<file path="src/rtl/cpu_run_pkg.sv">
// Shared types and default parameters for the run controller that sequences the mips core.
`timescale 1ns/1ps
package cpu_run_pkg;

  typedef enum logic [1:0] {
    HOLD    = 2'd0,
    RUN     = 2'd1,
    DONE    = 2'd2,
    TIMEOUT = 2'd3
  } run_state_t;

  localparam int unsigned DEF_RESET_CYCLES = 5;
  localparam int unsigned DEF_PC_W         = 32;
  localparam int unsigned DEF_CNT_W        = 32;
  localparam int unsigned DEF_MAX_CYCLES   = 10000;
  localparam int unsigned DEF_STALL_LIMIT  = 4;

endpackage

</file>
<file path="src/rtl/cpu_run_ctrl.sv">
// Run controller: holds the core in reset, counts RUN cycles and commits,
// ends the run on a branch-to-self loop (DONE) or an exhausted budget (TIMEOUT).
`timescale 1ns/1ps
module cpu_run_ctrl
  import cpu_run_pkg::*;
#(
  parameter int unsigned RESET_CYCLES = DEF_RESET_CYCLES,
  parameter int unsigned PC_W         = DEF_PC_W,
  parameter int unsigned CNT_W        = DEF_CNT_W,
  parameter int unsigned MAX_CYCLES   = DEF_MAX_CYCLES,
  parameter int unsigned STALL_LIMIT  = DEF_STALL_LIMIT
) (
  input  logic             clk,
  input  logic             reset,
  input  logic             start,
  input  logic [PC_W-1:0]  pc,
  input  logic             pc_valid,
  output logic             cpu_reset,
  output logic             running,
  output logic             done,
  output logic             timeout,
  output logic [CNT_W-1:0] cycle_count,
  output logic [CNT_W-1:0] instr_count,
  output logic [PC_W-1:0]  halt_pc
);

  localparam int unsigned HOLD_W = (RESET_CYCLES > 1) ? $clog2(RESET_CYCLES) : 1;
  localparam int unsigned LOOP_W = $clog2(STALL_LIMIT + 1);

  run_state_t        state_q, state_d;
  logic [HOLD_W-1:0] hold_cnt_q, hold_cnt_d;
  logic [CNT_W-1:0]  cycle_q, cycle_d;
  logic [CNT_W-1:0]  instr_q, instr_d;
  logic [PC_W-1:0]   halt_pc_q, halt_pc_d;
  logic [LOOP_W-1:0] loop_q, loop_d;
  logic              have_last_q, have_last_d;
  logic              repeat_pc;
  logic              halt;

  always_comb begin
    state_d     = state_q;
    hold_cnt_d  = hold_cnt_q;
    cycle_d     = cycle_q;
    instr_d     = instr_q;
    halt_pc_d   = halt_pc_q;
    loop_d      = loop_q;
    have_last_d = have_last_q;
    repeat_pc   = 1'b0;
    halt        = 1'b0;

    unique case (state_q)
      HOLD: begin
        hold_cnt_d = hold_cnt_q + 1'b1;
        if (hold_cnt_q == HOLD_W'(RESET_CYCLES - 1)) state_d = RUN;
      end
      RUN: begin
        cycle_d = cycle_q + 1'b1;
        if (pc_valid) begin
          repeat_pc   = have_last_q && (pc == halt_pc_q);
          instr_d     = instr_q + 1'b1;
          halt_pc_d   = pc;
          loop_d      = repeat_pc ? loop_q + 1'b1 : '0;
          have_last_d = 1'b1;
          halt        = repeat_pc && (loop_q == LOOP_W'(STALL_LIMIT - 1));
        end
        // A halt on the budget's last cycle takes priority over the timeout.
        if (halt)                                    state_d = DONE;
        else if (cycle_q == CNT_W'(MAX_CYCLES - 1)) state_d = TIMEOUT;
      end
      DONE, TIMEOUT: begin
        if (start) begin
          state_d     = HOLD;
          hold_cnt_d  = '0;
          cycle_d     = '0;
          instr_d     = '0;
          loop_d      = '0;
          have_last_d = 1'b0;
        end
      end
      default: state_d = HOLD;
    endcase
  end

  always_ff @(posedge clk) begin
    if (reset) begin
      state_q     <= HOLD;
      hold_cnt_q  <= '0;
      cycle_q     <= '0;
      instr_q     <= '0;
      halt_pc_q   <= '0;
      loop_q      <= '0;
      have_last_q <= 1'b0;
    end else begin
      state_q     <= state_d;
      hold_cnt_q  <= hold_cnt_d;
      cycle_q     <= cycle_d;
      instr_q     <= instr_d;
      halt_pc_q   <= halt_pc_d;
      loop_q      <= loop_d;
      have_last_q <= have_last_d;
    end
  end

  assign cpu_reset   = (state_q == HOLD);
  assign running     = (state_q == RUN);
  assign done        = (state_q == DONE);
  assign timeout     = (state_q == TIMEOUT);
  assign cycle_count = cycle_q;
  assign instr_count = instr_q;
  assign halt_pc     = halt_pc_q;

endmodule

</file>
<file path="config.mk">
export PLATFORM = sky130hd
export DESIGN_NAME = cpu_run_ctrl
export DESIGN_NICKNAME = d
export VERILOG_FILES = /design/src/rtl/cpu_run_pkg.sv /design/src/rtl/cpu_run_ctrl.sv
export SDC_FILE = /design/constraint.sdc
export NUM_CORES = 1
export LEC_CHECK = 0
export CORE_AREA = 2 2 113 115
export CTS_CLUSTER_SIZE = 16
export DETAILED_ROUTE_END_ITERATION = 7
export DIE_AREA = 0 0 115 117
export HOLD_SLACK_MARGIN = 0.02
export PLACE_DENSITY = 0.8
export SYNTH_ARGS = -nofsm -noshare
export SYNTH_HDL_FRONTEND = slang
export SYNTH_SLANG_ARGS = --single-unit
export TNS_END_PERCENT = 1
</file>
<file path="constraint.sdc">
create_clock -name clk -period 2.1 [get_ports clk]
set_input_delay 0.42 -clock clk [delete_from_list [all_inputs] [get_ports clk]]
set_output_delay 0.42 -clock clk [all_outputs]
set_load 0.005 [all_outputs]
</file>
-- After elaboration in Yosys (flattened, before gate mapping)
Index checks and enable logic that the tools add are counted.
- register bits: 105
- input bits: 36
- add/sub/neg operators: 4
- equality and inequality tests: 11
- multiplexer cells: 19
- reduce and logical (&&, ||, !) cells: 11
- operators by type and width (cell ; count):
    $pmux W32 S2 ; 2
    $add A32 B1 Y32 const B ; 2
    $mux W32 ; 2
    $eq A32 B14 Y1 const B ; 1
    $eq A32 B32 Y1 ; 1
    $pmux W3 S2 ; 2
    $mux W3 ; 3
    $mux W2 ; 4
    $add A3 B1 Y3 const B ; 2
    $pmux W2 S3 ; 1
    $reduce_and A2 Y1 ; 3
    $reduce_and A3 Y1 ; 2
    $eq A2 B2 Y1 const B ; 2
    $mux W1 ; 4
    $ne A2 B2 Y1 const B ; 2
    $reduce_bool A2 Y1 ; 2
    $eq A3 B2 Y1 const B ; 1
    $eq A3 B3 Y1 const B ; 1
    $ne A3 B1 Y1 const B ; 1
    $eq A2 B1 Y1 const B ; 1
    $logic_and A1 B1 Y1 ; 2
    $logic_not A2 Y1 ; 1
    $ne A2 B1 Y1 const B ; 1
    $pmux W1 S2 ; 1
    $reduce_or A2 Y1 ; 1

-- Longest topological paths before layout
- depth after elaboration: 7
- depth in mapped cells: 8

-- Worst setup path after synthesis
OpenSTA, ideal clock, no wires.
- kind: register to register
- start point: reg cycle_q[0], in the netlist cycle_count[0]
- end point: reg cycle_q[22], in the netlist cycle_count[22]
- library setup time: 70 ps
- arrival time: 1913 ps
- path slack: 116 ps
- stages on the path, launching flop included: 7
- path buffers: 1
- clock period less this slack: 1984 ps
- cells stage by stage: dfxtp_1 ha_1 nand3_1 or4_1 clkbuf_1 or3_1 a21oi_1
- longest elaborated chain between the ends: 2
- ends and longest elaborated chain (what ; line ; RTL):
    from (decl) ; cpu_run_ctrl.sv:32 ; logic [CNT_W-1:0] cycle_q, cycle_d;
    from (signal assigned) ; cpu_run_ctrl.sv:96 ; cycle_q <= cycle_d;
    $add A32 B1 Y32 ; cpu_run_ctrl.sv:57 ; cycle_d = cycle_q + 1'b1;
    $pmux W32 S2 ; cpu_run_ctrl.sv:51 ; unique case (state_q)
Every way passes these cells.
A chain may end at the register's enable or synchronous reset.

-- Worst setup path after layout
- start point: reg state_q[1]
- end point: out running
- longest elaborated chain between the ends: 1
- ends and longest elaborated chain (what ; line ; RTL):
    from (decl) ; cpu_run_ctrl.sv:30 ; run_state_t state_q, state_d;
    from (signal assigned) ; cpu_run_ctrl.sv:94 ; state_q <= state_d;
    $eq A2 B1 Y1 ; cpu_run_ctrl.sv:105 ; assign running = (state_q == RUN);
    to (decl) ; cpu_run_ctrl.sv:19 ; output logic running,
Every way passes these cells.

==> impl_metrics.json <==
{
  "status": "completed",
  "power_density_nw_per_um2": 542,
  "h-tree-depth": 3,
  "synth_top_area_share_pct": 41.9,
  "antenna_found_initial": 0,
  "ys.warnings.count": 0,
  "clkPwrFrac_pct": 40.3,
  "max-vdd-ir-drop_uv": 327,
  "postCtsHoldBufs": 0,
  "die_area_um2": 13500,
  "die-height_um": 117,
  "min_path_type": "in2reg",
  "yosys.area.top_type": "dfxtp_1",
  "dp_cells": 927,
  "hold_viol_final": 0,
  "drtIter0Drc": 286,
  "start_util_pct": 40.8,
  "fp-row-count": 41,
  "worstMarginPinSlew_ns": 0.454,
  "grt.overflow.total": 0,
  "area_growth_syn_to_layout_pct": 43.0,
  "synth_fp_nets": 659,
  "grt_pass1_vias": 4693,
  "p_int_w": 0.00297,
  "worstPathMaxFanout": 6,
  "end_kind": "output pin",
  "maxSlewViolCount": 0,
  "drc_errors": 0,
  "ys_ff_latch": 105,
  "clk_latency_ns": 0.36,
  "ant_nets": 0,
  "synth_area_per_cell_um2": 8.14,
  "drive_above_1_share_pct": 11.7,
  "synth.distinct_cells": 50,
  "clk_pin_slew_worst_paths_ns": 0.07,
  "grt_usage_pct": 21.1,
  "cp.arrival_ns": 1.65,
  "wl_um": 14000,
  "nNetsFinal": 830,
  "final_cells": 943,
  "numPortBuffers": 135,
  "numCtsBuffers": 9,
  "leakage_nw": 2.49,
  "finalCritPeriodShare_pct": 98.7,
  "yosysSeqAreaShare_pct": 41.9,
  "path_class": "reg2out",
  "power_frac_comb_pct": 7.5,
  "p_sw_share_pct": 23.8,
  "critPathLaunchType": "register",
  "rsz0062_at_grt": "yes",
  "fin_tns_setup_ns": 0,
  "synth_commonest_cells": "dfxtp_1 (105), nand2_1 (99), a21oi_1 (65)",
  "routed_via_density": 5.31,
  "core-area_um2": 12300,
  "syn_inst": 617,
  "cts-root-buf": "clkbuf_16",
  "dp_hpwl_um": 10200,
  "fin_crit_ns": 2.07,
  "netSwitchingPower_w": 0.000928,
  "max_freq_mhz": 483,
  "cts.sinks": 105,
  "dr.pass1.iters": 5,
  "relSlewSlack_pct": 69.5,
  "synthArstFlopShare_pct": 0,
  "synthTopCellsByArea": "dfxtp_1 (42%), nand2_1 (7.4%), a21oi_1 (6.5%)",
  "ioPinCount": 136,
  "synth_edf_count": 0,
  "fin_skew_ns": 0.0120,
  "die_x_um": 115,
  "seq_power_share_pct": 52.1,
  "finalSetupViolCount": 0,
  "diodes": 0,
  "vias": 5003,
  "syn_area_um2": 5020,
  "yosysMostFrequentCell": "dfxtp_1",
  "avgRoutedWirePerCell_um": 14.9,
  "required_ns": 1.68,
  "cap_violations": 0,
  "cts_buffer_depth": 2,
  "dominantRegCellSynth": "dfxtp_1",
  "grt_pass1_wl_um": 22700,
  "finalWeightedCongestion": 0.826,
  "cts_tree": "built",
  "grt_max_degree": 41
}
## flip-flops by register name, summed over array words and instances, names as in the netlist
signal       flops
loop_q           3
hold_cnt_q       3
state_q          2
halt_pc         32
have_last_q      1
instr_count     32
cycle_count     32
## per-layer routing
| layer | part of all wire (%) | vias up | GRT usage (%) |
|---|---|---|---|
| met1 | 44 | 2326 | 27.6 |
| met2 | 47 | 151 | 33.4 |
| met4 | 1.8 | 0 | 8.11 |
| met5 | 0 | - | 0 |
| li1 | - | 2509 | - |
| met3 | 7.4 | 17 | 5.72 |
## worst paths after layout
check | start | slack, ns | end | cells past startpoint
worst max-delay path | state_q[1]$_SDFFE_PP0P_ | 0.03 | running | 4
worst min-delay path | reset | 0.47 | cycle_count[1]$_SDFFE_PP0P_ | 2
worst max register to register | cycle_count[1]$_SDFFE_PP0P_ | 0.06 | cycle_count[31]$_SDFFE_PP0P_ | 5
worst min register to register | halt_pc[17]$_SDFFE_PP0P_ | 0.47 | halt_pc[17]$_SDFFE_PP0P_ | 2
## cell families (layout without fill, tap and decap cells)
kind of cell	Yosys count	count (layout)	share of synthesized area [%]
muxes	6	6	1.27
DFF	105	105	41.9
and+or+nand+nor	290	290	29.3
AOI/OAI and AO/OA	106	106	12.4
xor gates and xnor gates	58	58	10.1
buffers and inverters	46	222	3.56
adders and majority gates	6	6	1.50
## cell type report
class,instances,area [um2]
fill,1110,5130
multi-input combinational,466,2770
sequential,105,2110
timing repair buffer,192,1800
clock buffer,11,233
tap,150,188
inverter,14,52.6
clock inverter,5,32.5
## power groups by stage
stage                     Sequential (W)  Combinational [W]  Clock (W)
after global routing             0.00203           0.000324    0.00168
after detailed placement         0.00208           0.000293          0
final                            0.00203           0.000293    0.00157
after CTS                        0.00203           0.000296    0.00161
after global placement           0.00208           0.000289          0
after floorplan                  0.00207           0.000125          0
## cell usage in the layout (no fill, tap or decap), types with 14 or more instances in the layout
cell type,netlist,final
nand3_1,23,23
xnor2_1,31,31
nand2_1,99,99
nand4_1,17,17
nor2_1,55,54
clkdlybuf4s50_1,0,134
xor2_1,27,27
inv_1,14,14
buf_4,0,55
a21oi_1,65,65
nor4_1,15,15
dfxtp_1,105,102
## critical path, cell delays in order, from the launching register on
cell and delay (ns):
dfxtp_1 0.44, nand2b_4 0.20, inv_1 0.05, buf_4 0.16
clkdlybuf4s50_1 0.44
## stage by stage
stage,total power [W],setup WS [ns],util (%),instance area (um2),hold WS [ns]
floorplan,0.00220,0.116,-,5020,0.446
detailed placement,0.00237,-0.348,55.9,6880,0.465
CTS,0.00393,0.00892,58.1,7150,0.457
global route,0.00403,-0.0708,58.3,7180,0.493
finish,0.00389,0.0279,58.3,7180,0.468
global placement,0.00236,-0.336,55.9,6880,0.454
## what timing repair did
action	4_1_cts	5_1_grt
pin swaps	0	2
endpoints found under the setup margin	1	17
resized for setup	2	9
endpoints found under the hold margin	0	0
buffers inserted	0	0
cloned	0	0
(Power assumes the default switching activity.)
